==> config.mk <==
export PLATFORM = sky130hd
export DESIGN_NAME = uart_data_transmit
export DESIGN_NICKNAME = d
export VERILOG_FILES = /design/src/rtl/uart_data_transmit.sv
export SDC_FILE = /design/constraint.sdc
export NUM_CORES = 1
export LEC_CHECK = 0
export BUFFER_PORTS_ARGS = -buffer_cell sky130_fd_sc_hd__buf_2
export CAP_MARGIN = 15
export CORE_UTILIZATION = 42
export CTS_CLUSTER_DIAMETER = 80
export DETAILED_ROUTE_END_ITERATION = 10
export PLACE_DENSITY = 0.64
export SLEW_MARGIN = 0
export SYNTH_ARGS = -nofsm -noshare
export SYNTH_HDL_FRONTEND = slang
export SYNTH_SLANG_ARGS = --single-unit
==> constraint.sdc <==
create_clock -name clk -period 2.1 [get_ports clk]
set_input_delay 0.21 -clock clk [delete_from_list [all_inputs] [get_ports clk]]
set_output_delay 0.21 -clock clk [all_outputs]
set_load 0.01 [all_outputs]
==> src/rtl/uart_data_transmit.sv <==
// UART transmit engine: start bit, D7..D0, even parity, stop bit, with a one-byte holding
// register so the next byte can be queued while a frame is on the line.
module uart_data_transmit #(
    parameter int unsigned OVERSAMPLE = 16
) (
    input  logic       clk,
    input  logic       reset,
    input  logic       Tx_EN,
    input  logic       Tx_sample_ENABLE,
    input  logic       Tx_WR,
    input  logic [7:0] Tx_DATA,
    output logic       TxD,
    output logic       Tx_READY,
    output logic       Tx_BUSY,
    output logic       Tx_DONE
);
    localparam int unsigned CntW = $clog2(OVERSAMPLE);
    localparam logic [CntW-1:0] CntMax = CntW'(OVERSAMPLE - 1);

    typedef enum logic [2:0] {StIdle, StStart, StData, StParity, StStop} state_e;

    state_e          state_q, state_d;
    logic [CntW-1:0] cnt_q, cnt_d;
    logic [2:0]      bit_q, bit_d;
    logic [7:0]      shift_q, shift_d;
    logic            parity_q, parity_d;
    logic [7:0]      hold_q, hold_d;
    logic            hold_full_q, hold_full_d;
    logic            txd_q, txd_d;
    logic            ready_q, ready_d;
    logic            done_q, done_d;
    logic            bit_end;
    logic            load;
    logic [2:0]      bit_m1;

    always_comb begin
        state_d     = state_q;
        cnt_d       = cnt_q;
        bit_d       = bit_q;
        shift_d     = shift_q;
        parity_d    = parity_q;
        hold_d      = hold_q;
        hold_full_d = hold_full_q;
        txd_d       = txd_q;
        done_d      = 1'b0;
        load        = 1'b0;
        bit_end     = Tx_sample_ENABLE && (cnt_q == CntMax);
        bit_m1      = bit_q - 3'd1;

        if (Tx_sample_ENABLE && (state_q != StIdle)) begin
            cnt_d = bit_end ? '0 : cnt_q + 1'b1;
        end

        // ready_q already implies an empty holding register, so this never races a load
        if (Tx_WR && ready_q && Tx_EN) begin
            hold_d      = Tx_DATA;
            hold_full_d = 1'b1;
        end

        unique case (state_q)
            StIdle: begin
                txd_d = 1'b1;
                if (Tx_sample_ENABLE && hold_full_q) load = 1'b1;
            end
            StStart: begin
                if (bit_end) begin
                    state_d = StData;
                    bit_d   = 3'd7;
                    txd_d   = shift_q[7];
                end
            end
            StData: begin
                if (bit_end) begin
                    if (bit_q == 3'd0) begin
                        state_d = StParity;
                        txd_d   = parity_q;
                    end else begin
                        bit_d = bit_m1;
                        txd_d = shift_q[bit_m1];
                    end
                end
            end
            StParity: begin
                if (bit_end) begin
                    state_d = StStop;
                    txd_d   = 1'b1;
                end
            end
            StStop: begin
                if (bit_end) begin
                    done_d = 1'b1;
                    if (hold_full_q) load = 1'b1;
                    else             state_d = StIdle;
                end
            end
            default: state_d = StIdle;
        endcase

        if (load) begin
            shift_d     = hold_q;
            parity_d    = ^hold_q;
            hold_full_d = 1'b0;
            state_d     = StStart;
            cnt_d       = '0;
            txd_d       = 1'b0;
        end

        // Disabling flushes everything; the interrupted frame is simply dropped
        if (!Tx_EN) begin
            state_d     = StIdle;
            cnt_d       = '0;
            bit_d       = 3'd0;
            hold_full_d = 1'b0;
            txd_d       = 1'b1;
            done_d      = 1'b0;
        end

        ready_d = Tx_EN && !hold_full_d;
    end

    always_ff @(posedge clk or posedge reset) begin
        if (reset) begin
            state_q     <= StIdle;
            cnt_q       <= '0;
            bit_q       <= 3'd0;
            shift_q     <= 8'h00;
            parity_q    <= 1'b0;
            hold_q      <= 8'h00;
            hold_full_q <= 1'b0;
            txd_q       <= 1'b1;
            ready_q     <= 1'b0;
            done_q      <= 1'b0;
        end else begin
            state_q     <= state_d;
            cnt_q       <= cnt_d;
            bit_q       <= bit_d;
            shift_q     <= shift_d;
            parity_q    <= parity_d;
            hold_q      <= hold_d;
            hold_full_q <= hold_full_d;
            txd_q       <= txd_d;
            ready_q     <= ready_d;
            done_q      <= done_d;
        end
    end

    assign TxD      = txd_q;
    assign Tx_READY = ready_q;
    assign Tx_BUSY  = (state_q != StIdle);
    assign Tx_DONE  = done_q;

endmodule

* Word-level counts from Yosys, hierarchy flattened
Index checks and enable logic that the tools add are counted.
** Storage, ports and cells
- Bits in registers :: 31
- Input port bits :: 13
- Word-level logic and storage cells :: 82
** Cells by class
- Eq/ne operators :: 18
- Reduce and logical (&&, ||, !) cells :: 14
- Add/sub/neg operators :: 2
- Magnitude comparators :: 1
- Multiplexer cells :: 37
** Operators with widths (count)
- two-way mux 3 bit :: 12
- inequality test 4 bit, second input constant :: 6
- two-way mux 1 bit :: 16
- two-way mux 4 bit :: 4
- case mux 3 bit (5 select lines) :: 1
- inequality test 3 bit, second input constant :: 4
- AND reduction 4 bit :: 2
- XOR reduction 8 bit :: 1
- AND reduction 7 bit :: 1
- == test 3 x 2 -> 1 bit, second input constant :: 2
- logical AND 1 bit :: 6
- logical NOT 3 bit :: 2
- inequality test 3 x 1 -> 1 bit, second input constant :: 2
- inequality test 6 x 1 -> 1 bit, second input constant :: 1
- case mux 3 bit (2 select lines) :: 1
- adder 4 x 1 -> 4 bit, second input constant :: 1
- == test 4 bit, second input constant :: 1
- less-than comparator 3 x 4 -> 1 bit, second input constant :: 1
- case mux 1 bit (4 select lines) :: 1
- binary-select mux 1 bit (select 3 bit) :: 1
- == test 3 x 1 -> 1 bit, second input constant :: 1
- == test 3 bit, second input constant :: 1
- nonzero test 3 bit :: 1
- subtractor 3 x 1 -> 3 bit, second input constant :: 1
- other kinds (2) :: 2

* Logic depth before layout (Yosys ltp)
- Word-level depth :: 8
- Gate-level depth with buffers :: 6

* Worst setup path before layout
No wires, ideal clock.
- Kind :: register -> register
- Start :: register state_q[0]
- End :: register shift_q[0]
- Library setup time :: 0.125 ns
- Path slack :: 0.417 ns
- Stages on the path, launching flop included :: 5
- Path buffers :: 1
- Data arrival time :: 1.558 ns
- Cell sequence :: dfrtp_1 or3b_4 a211oi_4 buf_6 mux2_4
** On the way
- Word-level cells in the longest chain between the ends :: 2
** RTL lines
- start, declared :: RTL line 22 : state_e state_q, state_d;
- start signal, assigned :: RTL line 123 : state_q <= StIdle;
- start signal, assigned :: RTL line 134 : state_q <= state_d;
- == test 3 bit or logical NOT 3 bit (tied branches) :: RTL line 60 : unique case (state_q)
- case mux 1 bit (2 select lines) (*) :: RTL line 60
- end signal, assigned :: RTL line 137 : shift_q <= shift_d;
- end, declared :: RTL line 25 : logic [7:0] shift_q, shift_d;
Every way passes the cells marked *; elsewhere a longest branch is shown, timed or not.
A chain may end at the register's enable or synchronous reset.

* Worst setup path after layout
- Start :: register state_q[1]
- End :: register shift_q[5]
The elaborated chain is that of the path after synthesis.

==> flow_summary.json <==
{
  "worstHoldStart": "Tx_DATA[7]",
  "cts_sinks": 31,
  "ir_worst_vdd_mv": 0.611,
  "hold_viol_final": 0,
  "holdPathEnd": "hold_q[7]",
  "start_kind": "flip-flop",
  "die_x_um": 64.5,
  "diodes": 0,
  "hold_path_depth": 2,
  "cts_buffers": 5,
  "setup_ws_ns": 0.224,
  "rows": 22,
  "cp.arrival_ns": 2.05,
  "grt_pass1_wl_mm": 5.33,
  "layout_commonest_cell": "dfrtp_1",
  "core_mm2": 0.00372,
  "drive_gt1_share_pct": 30.7,
  "nNetsFinal": 181,
  "critPathSlowestCell": "dfrtp_1",
  "slew_viol_final": 0,
  "rsz0062_at_grt": "false",
  "setup_viol_count_final": 0,
  "place_congestion": 0.791,
  "switchingPower_uw": 430,
  "routed_via_density": 5.47,
  "yosysWarningCount": 0,
  "drt-initial-drc-count": 20,
  "p_comb_share_pct": 19.8,
  "overflow": 0,
  "cpPeakStageDelay_ns": 0.48,
  "endpoint_kind": "flip-flop",
  "first_pass_iters": 4,
  "netSwitchingFraction_pct": 24.4,
  "clkPwrFrac_pct": 34.7,
  "num-fill-cells": 343,
  "synthArstFlopShare_pct": 100,
  "status": "completed",
  "reg2reg_slack_ns": 0.22,
  "cp.required_ns": 2.28,
  "cts_tree": "done",
  "internal_power_uw": 1330,
  "drtAntennaViolNets": 0,
  "cts_root_buf": "clkbuf_8",
  "ys_ff_latch": 31,
  "initial_core_util_pct": 44.2,
  "path_cells": "or3b_4 -> a211oi_4 -> buf_4 -> mux2_2",
  "area_delta_synth_final_pct": 16.1,
  "drv_cap": 0,
  "wl_mm": 3.06,
  "path_clk_slew_ns": 0.07,
  "r2r_start": "state_q[1]",
  "h-tree-depth": 2,
  "totalPowerFinal_uw": 1760,
  "grt_max_degree": 32,
  "clockBufferDepth": 2,
  "relSlewSlack_pct": 56.7,
  "syn-mean-instance-area_um2": 11.5,
  "syn_area_mm2": 0.00164,
  "globalRouteTotalUtil_pct": 17.5,
  "routed.top_layer": "met4",
  "remaining_drc_errors": 0,
  "synth_nets": 159,
  "holdWs_ns": 0.152,
  "dieArea_mm2": 0.00417,
  "cp_max_fo": 14,
  "portBuffers": 16,
  "post-place-ws_ns": 0.244,
  "clock_skew_ns": 0.00488,
  "wl_met3_um": 81,
  "r2r-end": "shift_q[5]",
  "dp_hpwl_mm": 2.19,
  "fp.dieH_um": 64.5,
  "layout_worst_path_cycle_share_pct": 89.4,
  "synthDistinctLibCells": 45,
  "period_minus_slack_ns": 1.88,
  "setup_tns_ns": 0,
  "ctsResizeCount": 0,
  "ioPinCount": 17,
  "wl_per_cell_um": 14.3,
  "power-per-cell-area_mw_per_mm2": 925,
  "grt_pass1_vias": 1163,
  "met1Wirelength_mm": 1.45,
  "ys.flop_type": "dfrtp_1",
  "power_frac_seq_pct": 45.6,
  "reg2reg_depth": 4,
  "min_path_type": "input port to flip-flop",
  "antenna_found_initial": 0,
  "layout_common_cells": "dfrtp_1, buf_2, nor2_1, mux2_2, a21oi_1",
  "synth_edf_count": 0,
  "tightest_slew_ns": 0.643,
  "criticalPathCategory": "flip-flop to flip-flop",
  "leakagePower_uw": 0.000847,
  "clock_latency_ns": 0.29,
  "fmax_mhz": 533,
  "netlist_instances": 143,
  "synth-seq-area-share_pct": 47.3,
  "num_vias": 1171,
  "met2_length_mm": 1.44
}
cell type report:
type / instances / area (um^2) / area share (%)
repair buffers: 21 / 120 / 6.30
clock buffers: 6 / 82.6 / 4.33
flip-flops and latches: 31 / 777 / 40.7
inverters: 6 / 22.5 / 1.18
well taps: 48 / 60.1 / 3.15
multi-input cells: 100 / 811 / 42.5
clock inverters: 2 / 35.0 / 1.84
registers in the layout, summed over array words and instances, names as in the netlist:
| register | cells |
|---|---|
| Tx_DONE | 1 |
| Tx_READY | 1 |
| state_q | 3 |
| hold_q | 8 |
| bit_q | 3 |
| parity_q | 1 |
| hold_full_q | 1 |
| TxD | 1 |
| cnt_q | 4 |
| shift_q | 8 |
worst max-delay path by stage:
stage	start	end	slack [ns]	depth (start not counted)
after floorplan	state_q[0]	shift_q[0]	0.42	4
after global placement	state_q[1]	shift_q[4]	0.30	4
after detailed placement	state_q[1]	shift_q[5]	0.24	4
after CTS	state_q[1]	shift_q[5]	0.24	4
after global routing	cnt_q[0]	TxD	0.14	4
final	state_q[1]	shift_q[5]	0.22	4
kinds of logic after synthesis:
group,synth area share [%]
xor gates and xnor gates,5.33
adders and majority gates,2.29
AOI/OAI and AO/OA,12.1
and+or+nand+nor,14.2
DFF,47.3
buffers and inverters,3.35
muxes,15.5
synthesized netlist by cell type, drive strengths merged, types with 2 or more instances:
library cell / number / area (um^2)
o211a: 2 / 20.0
ha: 3 / 37.5
nor3: 2 / 10.0
nand4: 2 / 12.5
clkbuf: 3 / 11.3
mux4: 2 / 45.0
and4: 2 / 17.5
nor4: 2 / 12.5
nor2b: 2 / 12.5
xnor2: 7 / 61.3
a211oi: 4 / 42.5
nor2: 11 / 41.3
a21oi: 8 / 40.0
inv: 5 / 18.8
nand2: 4 / 15.0
xor2: 3 / 26.3
dfrtp: 30 / 751
nand2b: 5 / 31.3
mux2: 16 / 199
buf: 3 / 21.3
nand3: 5 / 25.0
or3: 2 / 12.5
per-stage QoR:
step	instance area (um^2)	utilization [%]	std cells
2_1_floorplan	1640	-	143
3_3_place_gp	1780	47.9	205
3_5_place_dp	1780	47.9	205
4_1_cts	1910	51.3	214
5_1_grt	1910	51.3	214
6_report	1910	51.3	214
layer usage:
metal	vias to the layer above	GRT usage, %
met5	-	0
met4	0	12.5
met3	8	3.70
met2	18	27.8
met1	584	20.9
li1	561	-
power by group through the flow:
stage / Combinational [uW] / Sequential (uW) / Clock (uW)
6_report: 349 / 804 / 612
5_1_grt: 384 / 821 / 650
4_1_cts: 355 / 807 / 631
3_5_place_dp: 350 / 818 / 0
3_3_place_gp: 341 / 812 / 0
2_1_floorplan: 300 / 789 / 0
critical path: cells and delay by family (launching register included):
kind	cells	cell delay (ns)
mux	1	0.36
flops	1	0.48
buf+inv	1	0.26
simple gates	1	0.45
compound gates	1	0.22
repair_timing:
item / in CTS / in global routing
endpoints found under the hold margin: 4 / 0
hold buffers: 1 / 0
setup buffers: 0 / 0
Note: power is estimated with default switching activity, not from simulation.
